**src/rtl/seven_segment_capture.sv**
```systemverilog
`default_nettype none
// ==== seven_segment_capture : multiplexed 7-segment bus -> per-digit BCD frame capture ====
// ==== Revision 1.0 ========================================================================
module seven_segment_capture #(
  parameter int NUM_DIGITS    = 4,
  parameter int STABLE_CYCLES = 4
) (
  input  logic                    clk,
  input  logic                    rst,
  input  logic [6:0]              seg,
  input  logic [NUM_DIGITS-1:0]   dig_sel,
  output logic [4*NUM_DIGITS-1:0] bcd,
  output logic [NUM_DIGITS-1:0]   err,
  output logic                    frame_valid
);

  localparam int         SAMPLE_W = NUM_DIGITS + 7;
  localparam logic [7:0] CNT_LAST = 8'(STABLE_CYCLES - 1);
  localparam logic [7:0] CNT_LOCK = 8'(STABLE_CYCLES);

  typedef enum logic [0:0] {
    UNSTABLE = 1'b0,
    LOCKED   = 1'b1
  } filt_state_t;

  filt_state_t             state;
  logic [SAMPLE_W-1:0]     s_reg;
  logic [7:0]              cnt;
  logic [NUM_DIGITS-1:0]   mask;
  logic [NUM_DIGITS-1:0]   shadow_err;
  logic [4*NUM_DIGITS-1:0] shadow;

  logic [SAMPLE_W-1:0]     sample;
  logic                    sel_onehot;
  logic                    same;
  logic                    capture;
  logic                    mask_full;
  logic [4:0]              dec;
  logic [NUM_DIGITS-1:0]   mask_next;

  // Returns {illegal_flag, nibble}; anything outside the ten digit glyphs is 4'hF + flag.
  function automatic logic [4:0] decode_seg(input logic [6:0] pat);
    logic [4:0] r;
    case (pat)
      7'b1111110: r = 5'h00;
      7'b0110000: r = 5'h01;
      7'b1101101: r = 5'h02;
      7'b1111001: r = 5'h03;
      7'b0110011: r = 5'h04;
      7'b1011011: r = 5'h05;
      7'b1011111: r = 5'h06;
      7'b1110000: r = 5'h07;
      7'b1111111: r = 5'h08;
      7'b1111011: r = 5'h09;
      default:    r = 5'h1F;
    endcase
    return r;
  endfunction

  always_comb begin
    sample     = {dig_sel, seg};
    sel_onehot = (dig_sel != '0) && ((dig_sel & (dig_sel - NUM_DIGITS'(1))) == '0);
    same       = (sample == s_reg);
    capture    = sel_onehot && same && (cnt == CNT_LAST);
    dec        = decode_seg(seg);
    mask_full  = &mask;
    // A capture landing on the publish edge seeds the next frame's mask.
    mask_next  = (mask_full ? '0 : mask) | (capture ? dig_sel : '0);
  end

  always_ff @(posedge clk) begin
    if (rst) begin
      s_reg <= '0;
      cnt   <= '0;
      state <= UNSTABLE;
    end else begin
      s_reg <= sample;
      if (!same || !sel_onehot) begin
        cnt   <= '0;
        state <= UNSTABLE;
      end else if (cnt == CNT_LAST) begin
        cnt   <= CNT_LOCK;
        state <= LOCKED;
      end else if (state == UNSTABLE) begin
        cnt <= cnt + 8'd1;
      end
    end
  end

  always_ff @(posedge clk) begin
    if (rst) begin
      mask        <= '0;
      shadow      <= '1;
      shadow_err  <= '0;
      bcd         <= '1;
      err         <= '0;
      frame_valid <= 1'b0;
    end else begin
      mask        <= mask_next;
      frame_valid <= mask_full;
      if (mask_full) begin
        bcd <= shadow;
        err <= shadow_err;
      end
      for (int i = 0; i < NUM_DIGITS; i++) begin
        if (capture && dig_sel[i]) begin
          shadow[4*i +: 4] <= dec[3:0];
          shadow_err[i]    <= dec[4];
        end
      end
    end
  end

endmodule
`default_nettype wire

```
**config.mk**
```make
export PLATFORM = sky130hd
export DESIGN_NAME = seven_segment_capture
export DESIGN_NICKNAME = d
export VERILOG_FILES = /design/src/rtl/seven_segment_capture.sv
export SDC_FILE = /design/constraint.sdc
export NUM_CORES = 1
export LEC_CHECK = 0
export ABC_AREA = 1
export CAP_MARGIN = 15
export CORE_UTILIZATION = 57
export DETAILED_ROUTE_END_ITERATION = 12
export PLACE_DENSITY = 0.81
export SLEW_MARGIN = 15
export SYNTH_ARGS = -nofsm -noshare
export SYNTH_HDL_FRONTEND = slang
export SYNTH_SLANG_ARGS = --single-unit
```
**constraint.sdc**
```tcl
create_clock -name clk -period 3.52 [get_ports clk]
set_input_delay 0.528 -clock clk [delete_from_list [all_inputs] [get_ports clk]]
set_output_delay 0.528 -clock clk [all_outputs]
set_load 0.005 [all_outputs]
```
======== Yosys cells after proc, flatten, opt, wreduce, memory -nomap -nowiden ========
Cells that the tools add are included.
storage, ports and cells
  ROM bits ................................ 0
  memories ................................ 0
  latch bits .............................. 0
  output and inout port bits .............. 21
  bits in registers ....................... 65
  bits in writable memories ............... 0
  word-level logic and storage cells ...... 53
operators by class
  div/mod/pow operators ................... 0
  multipliers ............................. 0
  muxes and demuxes ....................... 5
  add/subtract/negate cells ............... 2
  eq/ne operators ......................... 13
  shift operators ......................... 0
  reductions and logical operators ........ 15
  order comparisons ....................... 0
  bitwise gates (word level) .............. 2
operators with widths
  kind                                              count
  == test 7 bit, second input constant              8
  one-hot mux 5 bit (10 select lines)               1
  == test 7 x 6 -> 1 bit, second input constant     2
  == test 11 bit                                    1
  adder 8 x 1 -> 8 bit, second input constant       1
  == test 8 x 2 -> 1 bit, second input constant     1
  2-to-1 mux 4 bit                                  2
  logical AND 1 bit                                 7
  2-to-1 mux 3 bit                                  2
  AND 4 bit                                         1
  logical NOT 4 bit                                 1
  bitwise OR 4 bit                                  1
  AND reduction 4 bit                               1
  nonzero test 4 bit                                1
  subtractor 4 x 1 -> 4 bit, second input constant  1
  OR reduction 3 bit                                1
  logical NOT 1 bit                                 2
  != test 2 x 1 -> 1 bit, second input constant     1
  OR reduction 2 bit                                1
  logical OR 1 bit                                  1

======== Longest topological paths before layout ========
  word-level depth ........................ 8
  mapped depth ............................ 11
  depth with buffers taken out ............ 10

======== Least setup slack after synthesis ========
Ideal clock, no wire load.
  path type ............................... input to register
  from .................................... input seg[3]
  to ...................................... register shadow[0]
  stages on the path ...................... 10
  buffers on the path ..................... 1
  slack ................................... 1.925 ns
  data required time ...................... 3.456 ns
  data arrival time ....................... 1.532 ns
  cells stage by stage .................... buf_4 nand2_1 nand2_1 nor2_1 nand2_2 nor2_8 nand3_4 nor2_4 nand2_1 nand3_1
on the way
  longest elaborated chain between the ends .. 4
  elaborated cells on any way between the ends .. 15
RTL lines
  what                                                                                         RTL line  text
  from (decl)                                                                                  10        input logic [6:0] seg,
  parallel branches: the longest is 4 deep, another holds one-hot mux 5 bit (10 select lines)  --
  to (signal, indexed assignment)                                                              107       shadow[4*i +: 4] <= dec[3:0];
  to (decl)                                                                                    31        logic [4*NUM_DIGITS-1:0] shadow;
Parallel ways; which one is timed is not known.
A chain may end at the register's enable or synchronous reset.

======== Worst setup path after layout ========
  from .................................... input seg[3]
  to ...................................... register shadow[14]
Same word-level chain as after synthesis.

==> impl_summary.txt <==
----------------------------------------------------
[CTS]
  Maximum clock insertion buffer count ... 2
  CTS tree ... done
  Clk pin slew, worst setup/hold paths ... approximately 0.070 ns
  Clock H-tree levels ... 3
  Resized cells post-CTS ... 0
  Worst-skew pair later-pin latency ... around 0.34 ns
  CTS buffer count ... 9
  Clock root buffer ... clkbuf_8
  Total setup buffers inserted after CTS ... 0
  Number of buffers added to fix hold violations after cts ... 0
  Clock sink total ... 65

[Route]
  Vias after detailed routing ... 2,541
  Met2 WL post-DR ... 2700 um
  M1 wire length ... 2720 um
  Aggregate routed wire length ... 5790 um
  Routed len/inst ... 11.5 um
  Uppermost metal layer occupied by signal nets ... met4
  Final ANT Viol Nets ... 0
  Met3 wire length ... 248 um
  Iteration count of the initial detailed-routing pass ... 5
  Initial DRC count ... 153
  Post-route DRC violation count ... 0
  Via density per instance ... 5.04

[Yosys]
  Largest area contributor in the netlist ... dfxtp_1
  Synthesized netlist net count ... 410
  Main area contributors after synthesis ... dfxtp_1 (45%), nand2_1 (16%), nand3_1 (8.3%), nor2_1 (6.1%), inv_1 (4.0%)
  Yosys warns ... 0
  Sequential share of the synthesized area ... 0.450
  Post-Synthesis Cells ... 396
  Yosys cell types ... 28
  Count of state elements after synthesis ... 65
  EDFF count, synth ... 0
  Ys async rst share ... 0
  Most instantiated flip-flop cell in the synthesis netlist ... dfxtp_1
  Syn Area/Cell ... 7.30 sq um
  Area of the mapped netlist ... 2890 sq um
  Fraction of post-synthesis cell area in the top cell type by area ... 0.450

[Floorplan]
  Number of placement rows ... 25
  Effective utilization at floorplan ... 0.600
  Chip height ... 73.2 um
  Horizontal die dimension ... roughly 73 um
  Number of top-level pins ... 34
  Overall die area ... between 5000 and 6000 sq um
  Placeable Area ... between 4000 and 5000 sq um

[GRT]
  Residual overflow from global routing ... 0
  Antenna violations before repair ... 0
  Via count of the first global-routing pass ... approximately 2.3k
  Total track usage ... 0.241
  Maximum number of pins on one net before global-route repair ... between 40 and 50
  Wire length of the first global-routing pass ... 9830 um

[STA]
  Final Max Slew Viols ... 0
  Fmax ... 0.496 GHz
  Final worst clock skew ... 0.00674 ns
  Clock period minus worst slack ... 2.02 ns
  Slew at the pin closest to its max-slew limit ... around 0.64 ns
  Number of setup violations in the final report ... 0
  Unrepaired setup endpoints after global routing ... no
  Fin crit share ... 0.573
  Slew Limit Headroom ... 0.574
  Sum of negative setup slack ... 0 ns
  Final hold violation count ... 0

[Setup path]
  Total buffers and inverters traversed by the critical path ... 2
  Worst Path Arrival ... 2.22 ns
  Data required time of the critical path ... approximately 3.7 ns
  Internal reg-to-reg setup slack ... around 1.8 ns
  Cell chain of the critical path ... clkdlybuf4s50_1 > inv_2 > nand2_2 > nand2_1 > nor2_1 > nand2_2 > nor2_8 > nand4_2 > nand2_1 > nand3_1
  Critical R2R Launch ... mask[0]$_SDFF_PP0_
  Cell at the slowest stage of the critical path ... clkdlybuf4s50_1
  Setup Crit Path Kind ... input port to flip-flop
  Kind of capture point of the worst setup path ... flip-flop
  CP startpoint ... seg[3]
  CP delay by family, top ... simple AND/OR/NAND/NOR gates
  Largest incremental delay on the critical path ... 0.64 ns
  Highest fanout seen on the critical path ... 8
  Worst Setup Start Kind ... input port

[Pwr]
  Seq pwr share ... 0.479
  Leakage dissipation ... 0.00163 uW
  Highest ir drop seen on vdd ... 0.306 mV
  Cell area power density ... roughly 440 nW/um^2
  Proportion of total power due to net switching ... 0.233
  NetSw ... 362 uW
  Internal power summed over all cells ... about 1200 uW
  Share of total power in the clock network ... 0.460
  Proportion of power drawn by combinational gates ... 0.061

[Final layout]
  Most common library cell in the layout ignoring fill and taps ... nand2_1
  Number of nets in the layout ... ~450
  Leading cell types in the layout, fill and taps excluded ... nand2_1 (126), dfxtp_1 (65), nand3_1 (48), nor2_1 (47), clkdlybuf4s50_1 (33)
  Core utilization of the finished layout ... 0.729
  Share of cells above drive strength 1 ... 0.121
  Count of inserted antenna diode cells ... 0
  Signed area change from the synthesized netlist to the final layout ... 21.4%

[Job]
  Max-capacitance violation count ... 0

[Run status]
  Outcome ... complete, no violations

[Placed design]
  Total half-perimeter wirelength after legalization and detailed placement ... 4050 um
  # port buffers ... 33
  Weighted congestion reported at the end of routability-driven placement ... 0.835

[Hold path]
  HP Start ... bcd[3]$_SDFFE_PP1P_
  Min-Delay Path Class ... flip-flop to flip-flop

----------------------------------------------------
[cell families after synthesis]
family                   after synthesis  share of synthesized area
AND/OR/NAND/NOR                      253                      0.414
flip-flops                            65                      0.450
AO/OA/AOI/OAI                         18                     0.0325
buffers and inverters                 49                     0.0684
multiplexers                           1                    0.00346
XOR/XNOR                               9                     0.0273
adder cells (fa/ha/maj)                1                    0.00433
[worst paths after layout]
kind	end	cells past startpoint
worst max register to register	mask[2]$_SDFF_PP0_	6
worst min-delay path	bcd[3]$_SDFFE_PP1P_	2
worst max-delay path	shadow[14]$_SDFFE_PP1P_	10
worst min register to register	bcd[3]$_SDFFE_PP1P_	2
[metrics by stage]
stage | cells | power, uW | area [sq um] | setup slack [ns] | hold WS (ns)
5_1_grt | 504 | 1600 | 3510 | 1.37 | 0.485
2_1_floorplan | 396 | 826 | 2890 | 1.92 | 0.429
6_report | 504 | 1560 | 3510 | 1.50 | 0.457
4_1_cts | 504 | 1570 | 3510 | 1.51 | 0.460
3_5_place_dp | 488 | 857 | 3280 | 1.19 | 0.441
3_3_place_gp | 488 | 856 | 3280 | 1.25 | 0.437
[power groups by stage]
stage	clock, uW	combinational [uW]	sequential, uW
6_report	716	95.7	745
5_1_grt	751	107	746
4_1_cts	724	96.0	745
3_5_place_dp	0	95.5	762
3_3_place_gp	0	93.8	762
2_1_floorplan	0	64.3	761
[cells in the mapped netlist (2+ instances only)]
master      n
nand2_2     9
clkbuf_1    7
nor2_8      2
o21ai_0     6
nor2_4      6
dfxtp_1    65
nand2_1   126
inv_1      31
buf_2       2
a21oi_1    11
nand4_2     5
xor2_1      7
nand4_1     3
xnor2_1     2
nor2_1     47
nand3_1    48
nor2_2      3
inv_2       6
[metal layers]
metal  global-route usage  vias to the layer above
li1                     -                     1320
met1                0.301                     1136
met2                0.394                       73
met3               0.0456                       12
met4                0.126                        0
met5                    0                        -
[worst register-to-register path: cells and delay by family (launching register included)]
kind,cells,cell delay [ns]
compound gates,1,0.08
buf+inv,3,0.72
flops,1,0.35
simple gates,2,0.42
[final cells by class]
cell class | count | area [sq um]
multi-input cells | 282 | 1400
well taps | 67 | 83.8
repair buffers | 36 | 353
clock inverters | 6 | 91.3
flip-flops and latches | 65 | 1300
inverters | 38 | 143
clock buffers | 10 | 138
fillers | 390 | 1310
No activity file was read; power rests on OpenSTA's default activity.
